$ cat config.mk
export PLATFORM = sky130hd
export DESIGN_NAME = strobe_monitor
export DESIGN_NICKNAME = d
export VERILOG_FILES = /design/src/rtl/strobe_monitor.sv
export SDC_FILE = /design/constraint.sdc
export NUM_CORES = 1
export LEC_CHECK = 0
export BUFFER_PORTS_ARGS = -buffer_cell sky130_fd_sc_hd__buf_2
export CAP_MARGIN = 40
export CORE_MARGIN = 2
export CORE_UTILIZATION = 30
export CTS_BUF_LIST = sky130_fd_sc_hd__clkbuf_8
export CTS_CLUSTER_DIAMETER = 30
export DETAILED_ROUTE_END_ITERATION = 8
export GPL_TIMING_DRIVEN = 0
export SETUP_SLACK_MARGIN = 0.4
export SYNTH_ARGS = -nofsm -noshare
export SYNTH_HDL_FRONTEND = slang
export SYNTH_SLANG_ARGS = --single-unit
$ cat constraint.sdc
create_clock -name clk -period 2.5 [get_ports clk]
set_input_delay 0.5 -clock clk [delete_from_list [all_inputs] [get_ports clk]]
set_output_delay 0.5 -clock clk [all_outputs]
set_load 0.01 [all_outputs]
$ cat src/rtl/strobe_monitor.sv
// strobe_monitor: measures strobe pulse widths, counts pulses, flags width and idle violations
module strobe_monitor #(
    parameter int CNT_W     = 16,
    parameter int MIN_WIDTH = 1,
    parameter int MAX_WIDTH = 1000,
    parameter int TIMEOUT   = 4096
) (
    input  logic             clk,
    input  logic             rst,
    input  logic             strobe_i,
    input  logic             clear_i,
    output logic [CNT_W-1:0] width_o,
    output logic             width_valid_o,
    output logic [CNT_W-1:0] pulse_cnt_o,
    output logic             busy_o,
    output logic             too_short_o,
    output logic             too_long_o,
    output logic             idle_timeout_o
);
    localparam logic [CNT_W-1:0] ONE    = CNT_W'(1);
    localparam logic [CNT_W-1:0] W_SAT  = '1;
    localparam logic [CNT_W-1:0] W_LONG = CNT_W'(MAX_WIDTH + 1);
    localparam logic [CNT_W-1:0] W_MIN  = CNT_W'(MIN_WIDTH);
    localparam logic [CNT_W-1:0] T_OUT  = CNT_W'(TIMEOUT);
    typedef enum logic {IDLE, HIGH} state_t;
    state_t state;
    logic strobe_q, rise, short_c, long_c, idle_c;
    logic [CNT_W-1:0] wcnt, icnt, pc_c, icnt_c;
    // clear takes effect first; events in the same cycle build on these values
    always_comb begin
        rise    = strobe_i & ~strobe_q;
        pc_c    = clear_i ? '0 : pulse_cnt_o;
        icnt_c  = clear_i ? '0 : icnt;
        short_c = clear_i ? 1'b0 : too_short_o;
        long_c  = clear_i ? 1'b0 : too_long_o;
        idle_c  = clear_i ? 1'b0 : idle_timeout_o;
    end
    // pulse tracking FSM with registered outputs
    always_ff @(posedge clk) begin
        if (rst) begin
            state          <= IDLE;
            strobe_q       <= 1'b1;
            wcnt           <= '0;
            icnt           <= '0;
            width_o        <= '0;
            width_valid_o  <= 1'b0;
            pulse_cnt_o    <= '0;
            busy_o         <= 1'b0;
            too_short_o    <= 1'b0;
            too_long_o     <= 1'b0;
            idle_timeout_o <= 1'b0;
        end else begin
            strobe_q       <= strobe_i;
            width_valid_o  <= 1'b0;
            pulse_cnt_o    <= pc_c;
            icnt           <= icnt_c;
            too_short_o    <= short_c;
            too_long_o     <= long_c;
            idle_timeout_o <= idle_c;
            if (state == IDLE) begin
                if (rise) begin
                    state  <= HIGH;
                    busy_o <= 1'b1;
                    wcnt   <= ONE;
                    icnt   <= '0;
                end else if (!strobe_i && icnt_c != T_OUT) begin
                    icnt <= icnt_c + ONE;
                    if (icnt_c + ONE == T_OUT) idle_timeout_o <= 1'b1;
                end
            end else if (strobe_i) begin
                if (wcnt != W_SAT) wcnt <= wcnt + ONE;
                if (wcnt != W_SAT && wcnt + ONE == W_LONG) too_long_o <= 1'b1;
            end else begin
                state         <= IDLE;
                busy_o        <= 1'b0;
                width_o       <= wcnt;
                width_valid_o <= 1'b1;
                pulse_cnt_o   <= pc_c + ONE;
                icnt          <= ONE;
                if (wcnt < W_MIN) too_short_o <= 1'b1;
                if (ONE == T_OUT) idle_timeout_o <= 1'b1;
            end
        end
    end
endmodule

==> results of run 1 <==
[where the power goes]
group	switching (mW)	internal, mW	total (mW)
Combinational	0.101	0.0590	0.160
Clock	0.467	0.585	1.05
Sequential	0.00615	1.14	1.14
Total	0.574	1.78	2.35
[Yosys cell counts, types with 3 or more instances]
cell type   n
a22oi_1     6
and3_1      9
nor4_1      6
inv_1       8
xnor2_1    18
a211oi_1    4
o21ai_1     3
nand3_1    30
nor2_1     53
or3_1      10
a311oi_1    3
o21ai_0    14
dfxtp_1    71
nor4b_1     4
nand4_1     7
a31oi_1     9
o21bai_1    3
xor2_1      9
clkbuf_1   16
nand4b_1    3
nor3b_1     3
nor2b_1    14
nand2b_1    3
buf_2      10
a21oi_1    46
buf_6       7
nand3b_1    3
ha_1        7
nor3_1     14
nand2_1    67
[layout make-up]
| class | count | area [um2] |
|---|---|---|
| timing repair buffer | 57 | 339.1 |
| fill | 1358 | 8119 |
| multi-input combinational | 388 | 2485 |
| tap | 176 | 220.2 |
| clock inverter | 6 | 85.08 |
| sequential | 71 | 1424 |
| inverter | 8 | 30.03 |
| buffer | 36 | 245.2 |
| clock buffer | 10 | 137.6 |
[layer usage]
| metal | global-route usage | vias up | part of all wire |
|---|---|---|---|
| li1 | - | 1914 | - |
| met1 | 0.2112 | 1865 | 0.45 |
| met2 | 0.2493 | 108 | 0.48 |
| met3 | 0.04071 | 16 | 0.059 |
| met4 | 0.04688 | 0 | 0.015 |
| met5 | 0 | - | 0 |
[flip-flops by register name, summed over array words and instances (netlist names)]
register / count
strobe_q: 1
too_short_o: 1
width_o: 16
state: 1
idle_timeout_o: 1
icnt: 16
wcnt: 16
width_valid_o: 1
pulse_cnt_o: 16
busy_o: 1
too_long_o: 1
[worst min-delay path: cells and delay by family, from the launching register on]
kind             cells  cell delay, ns
AO/OA/AOI/OAI        1            0.05
flip-flops           1            0.31
AND/OR/NAND/NOR      1            0.05
[cells by family after synthesis]
| group | after synthesis |
|---|---|
| xor gates and xnor gates | 27 |
| buffers and inverters | 44 |
| AOI/OAI and AO/OA | 107 |
| DFF | 71 |
| adders and majority gates | 7 |
| and+or+nand+nor | 247 |
[per-stage QoR]
stage          hold WS, ns  setup slack (ns)
2_1_floorplan       0.4699            0.2939
3_3_place_gp        0.4428           -0.1103
3_5_place_dp        0.4430           -0.1486
4_1_cts             0.4531            0.3877
5_1_grt             0.4809            0.3814
6_report            0.4524            0.4781
[path summary, 6_finish.rpt]
check / startpoint / endpoint / cells past startpoint
worst min-delay path: idle_timeout_o / idle_timeout_o / 2
worst max register to register: icnt[0] / icnt[0] / 9
worst min register to register: idle_timeout_o / idle_timeout_o / 2
worst max-delay path: clear_i / icnt[0] / 13
[repair_timing]
action,4_1_cts,5_1_grt
setup buffers,7,12
gates resized for setup,13,16
setup endpoints to repair,29,30
pin swaps,3,8
==> impl_metrics.py, run 1 <==
metrics = {
    "die": {
        "die_area_um2": 14150,
        "io-pin-count": 41,
        "core-area_um2": 13090,
        "die_x_um": 119.0,
        "fp-row-count": 42,
        "start_util": 0.3030,
        "die_h_um": 119.0,
    },
    "worst_setup_path": {
        "r2r_slack_ns": 0.50,
        "cp_data_required_time_ns": 2.76,
        "worstPathCellList": "buf_6, buf_8, buf_12, buf_12, nor2b_4, inv_1, ha_2, nor4b_4, nand3_2, nor2_4, or3_1, a21oi_2, nor3_1",
        "crit_path_max_fanout": 7,
        "max_stage_delay_ns": 0.37,
        "start_kind": "input port",
        "critPathKind": "input port to flip-flop",
        "cpMostUsedCell": "buf_12",
        "cp-end-kind": "flip-flop",
        "worst_path_max_delay_cell": "or3_1",
        "cp_num_buf_inv": 5,
        "cp_top_family": "simple AND/OR/NAND/NOR gates",
        "cp_data_arrival_time_ns": 2.28,
    },
    "clock_network": {
        "postCtsHoldBufs": 0,
        "cts_max_level": 3,
        "cts.sinks": 71,
        "numCtsBuffers": 9,
        "tritoncts": "built",
        "clock_latency_ns": 0.36,
        "cts-root-buf": "clkbuf_8",
        "clk_pin_slew_ns": 0.08,
        "cts.path.max_buffers": 2,
    },
    "drt": {
        "drt_iter0_drc": 208,
        "first_pass_iters": 5,
        "wl_per_cell_um": 14.80,
        "vias_per_cell": 5.190,
        "via_count": 3903,
        "ant_nets": 0,
        "wirelength_um": 11130,
        "drcViolationCount": 0,
    },
    "power_and_ir_drop": {
        "total_power_mw": 2.354,
        "power.density_nw_per_um2": 474.1,
        "irDropWorstVdd_mv": 0.2398,
        "power_leakage_nw": 1.870,
    },
    "sta": {
        "finClkSkew_ns": 0.009187,
        "period_minus_slack_ns": 2.022,
        "max_freq_mhz": 494.6,
        "tightest_slew_ns": 0.8086,
        "maxSlewHeadroom": 0.4609,
        "rsz0062_at_grt": "yes",
        "hold_violations": 0,
        "tns_ns": 0,
        "drv_slew": 0,
        "finalCritPeriodShare": 0.8088,
        "setup_viol": 0,
    },
    "final_layout": {
        "final_cells": 752,
        "final_layout_size_suffix_gt1_frac": 0.2344,
        "diodes": 0,
        "final_area_um2": 4966,
        "layout_commonest_cell": "dfxtp_1",
        "final_util": 0.3795,
        "nets": 582,
        "layout_common_cells": "dfxtp_1 (69), nand2_1 (66), nor2_1 (51), buf_2 (46), a21oi_1 (45)",
        "area.growth.synth_to_final_pct": 25.24,
    },
    "place": {
        "gp_congestion": 0.9258,
        "place_area_um2": 4473,
        "io_buffers": 38,
        "hpwlAfterDp_um": 7721,
        "dp.cells": 717,
    },
    "global_route": {
        "grt_pass1_wl_um": 18320,
        "grt_usage": 0.1577,
        "grt_overflow": 0,
        "antenna_found_initial": 0,
        "grt_max_degree": 13,
        "grt_pass1_vias": 3621,
    },
    "synthesis": {
        "muxShareOfSynthArea": 0,
        "postSynthCellCount": 503,
        "ys_ff_latch": 71,
        "synth_fa_ha_area_frac": 0.02209,
        "synth_warnings": 0,
        "synth_top_area_frac": 0.3585,
        "syn_area_um2": 3965,
        "synth-edff-count": 0,
        "synth_simple_gate_area_frac": 0.3291,
        "synth_compound_area_frac": 0.1723,
        "async_flop_share": 0,
        "avgSynthCellArea_um2": 7.883,
        "syn-num-nets": 514,
        "netlist_top_cells_area": "dfxtp_1 (36%), nand2_1 (6.3%), a21oi_1 (5.8%)",
        "synth_cell_types": 64,
        "synth-xor-area-share": 0.05964,
        "synth_top_family_by_area": "simple AND/OR/NAND/NOR gates",
        "yosysTopAreaCell": "dfxtp_1",
        "ys_seq_area_frac": 0.3585,
        "ys.flop_type": "dfxtp_1",
    },
    "status": {
        "status": "finished, final reports clean",
    },
    "job": {
        "maxCapViolCount": 0,
    },
    "min_path": {
        "min_path_type": "flip-flop to flip-flop",
    },
}
(Power assumes the default switching activity.)
==> run 2: changes to the inputs <==
Clock period 2.5 ns to 1.65 ns, I/O delays scaled along.
==> run 2 against run 1 <==
The flow now finishes with violations (negative setup slack). Via count is 11% higher. Clock power increased by 30%. Final cell count rose by 7.7%. Global-route usage up 2.2 points. Wire length rose by 22%. Sequential power rose by 51%. Die area unchanged. First-iteration DRC count increased by 32%. Clock skew shrank 0.0010 ns. Combinational power grew 120%. Sequential share of layout area down 4.4 points. Critical path type is now flip-flop to flip-flop. Largest power group unchanged.
==> impl_metrics.py, run 2 (synthesized netlist as in run 1, its figures left out) <==
metrics = {
    "sta": {
        "setup_viol": 35,
        "drv_slew": 0,
        "rsz0062_at_grt": "yes",
        "timing.final.ws_setup_ns": -0.2348,
        "finClkSkew_ns": 0.008177,
        "fin_worst_hold_slack_ns": 0.3371,
        "maxSlewHeadroom": 0.4031,
        "hold_violations": 0,
        "max_freq_mhz": 530.5,
        "finalCritPeriodShare": 1.142,
        "tightest_slew_ns": 0.8954,
        "period_minus_slack_ns": 1.885,
    },
    "clock_network": {
        "clock_latency_ns": 0.37,
        "numCtsBuffers": 9,
        "cts.path.max_buffers": 2,
        "postCtsHoldBufs": 0,
        "clk_pin_slew_ns": 0.08,
        "cts_max_level": 3,
        "cts-root-buf": "clkbuf_8",
        "cts.sinks": 71,
        "tritoncts": "built",
    },
    "drt": {
        "wl_per_cell_um": 16.70,
        "ant_nets": 0,
        "vias_per_cell": 5.325,
        "first_pass_iters": 5,
        "drcViolationCount": 0,
        "wirelength_um": 13530,
        "via_count": 4313,
        "drt_iter0_drc": 274,
    },
    "status": {
        "violations": "negative setup slack",
        "status": "finished with violations",
    },
    "worst_setup_path": {
        "worstReg2RegEnd": "icnt[8]",
        "crit_path_max_fanout": 7,
        "critPathKind": "flip-flop to flip-flop",
        "cp_data_required_time_ns": 1.88,
        "r2r_slack_ns": -0.23,
        "cp-end-kind": "flip-flop",
        "cp_data_arrival_time_ns": 2.11,
        "start_kind": "flip-flop",
        "reg2reg_depth": 5,
        "r2r_start": "icnt[4]",
    },
    "job": {
        "maxCapViolCount": 0,
    },
    "min_path": {
        "min_path_type": "input port to flip-flop",
        "min_from": "rst",
        "min_path_cells": 3,
        "worstHoldEndpoint": "wcnt[15]",
    },
    "final_layout": {
        "layout_common_cells": "nand2_1 (62), buf_4 (62), nor2_1 (46), dfxtp_1 (39), buf_2 (37)",
        "nets": 641,
        "final_area_um2": 6127,
        "final_layout_size_suffix_gt1_frac": 0.4700,
        "diodes": 0,
        "area.growth.synth_to_final_pct": 54.53,
    },
    "global_route": {
        "antenna_found_initial": 0,
        "grt_pass1_vias": 4044,
        "grt_overflow": 0,
        "grt_usage": 0.1796,
        "grt_max_degree": 12,
        "grt_pass1_wl_um": 20310,
    },
    "die": {
        "die_h_um": 119.0,
        "die_x_um": 119.0,
        "core-area_um2": 13090,
        "start_util": 0.3030,
        "fp-row-count": 42,
        "io-pin-count": 41,
        "die_area_um2": 14150,
    },
    "power_and_ir_drop": {
        "power_leakage_nw": 2.357,
        "power.density_nw_per_um2": 560.5,
        "irDropWorstVdd_mv": 0.3747,
    },
    "place": {
        "io_buffers": 38,
        "place_area_um2": 4637,
        "hpwlAfterDp_um": 8040,
        "gp_congestion": 0.8927,
        "detailedPlace.worstSlack_ns": -0.8020,
    },
}
-- run 2: cell types whose count changed in the layout (fill, tap and decap cells not counted), sizes merged --
cell	before	now
buf	77	137
bufinv	2	1
clkbuf	26	24
clkinv	2	0
inv	9	11
nand2	69	70
-- run 2: layout make-up --
class,instances,area [um2]
buffer,36,362.8
clock buffer,10,137.6
clock inverter,5,45.04
fill,1200,6958
inverter,8,33.78
multi-input combinational,389,2962
sequential,71,1486
tap,176,220.2
timing repair buffer,115,879.6
-- run 2: layer usage --
layer  part of all wire  vias to the layer above  GRT usage
met3              0.047                       36    0.04885
met4              0.029                        0    0.06622
li1                   -                     2042          -
met5                  0                        -          0
met1               0.43                     2106     0.2201
met2               0.49                      129     0.3006
-- run 2: what timing repair did --
action	in CTS	in global routing
setup endpoints to repair	64	70
setup buffers	42	33
gates resized for setup	96	88
pin swaps	46	52
cloned	1	2
-- run 2: per-stage QoR --
step	util	setup TNS, ns	cells	total power [mW]
3_3_place_gp	0.3544	-20.15	717	1.993
2_1_floorplan	-	-6.078	503	1.925
6_report	0.4683	-3.837	810	3.434
4_1_cts	0.4234	-3.967	775	3.407
5_1_grt	0.4683	-6.986	810	3.537
3_5_place_dp	0.3544	-21.31	717	1.997
-- run 2: how the worst max path moves through the flow --
stage	startpoint	end	slack, ns	cells after the start
2_1_floorplan	clear_i	icnt[0]	-0.39	12
3_3_place_gp	clear_i	idle_timeout_o	-0.82	12
3_5_place_dp	clear_i	idle_timeout_o	-0.80	12
4_1_cts	wcnt[0]	wcnt[13]	-0.16	9
5_1_grt	icnt[4]	icnt[2]	-0.26	5
6_report	icnt[4]	icnt[8]	-0.23	5
-- run 2: critical path, cell delays in order, from the launching register on --
cell and delay [ns]:
dfxtp_4 0.36, or4_4 0.57, o21a_4 0.24, o21ai_4 0.32, a2bb2oi_1 0.21, nor2_1 0.05
-- run 2: where the power goes --
group	switching (mW)	total (mW)	internal, mW
clock network	0.659	1.37	0.710
logic	0.203	0.349	0.146
registers	0.00976	1.72	1.71
total	0.871	3.43	2.56
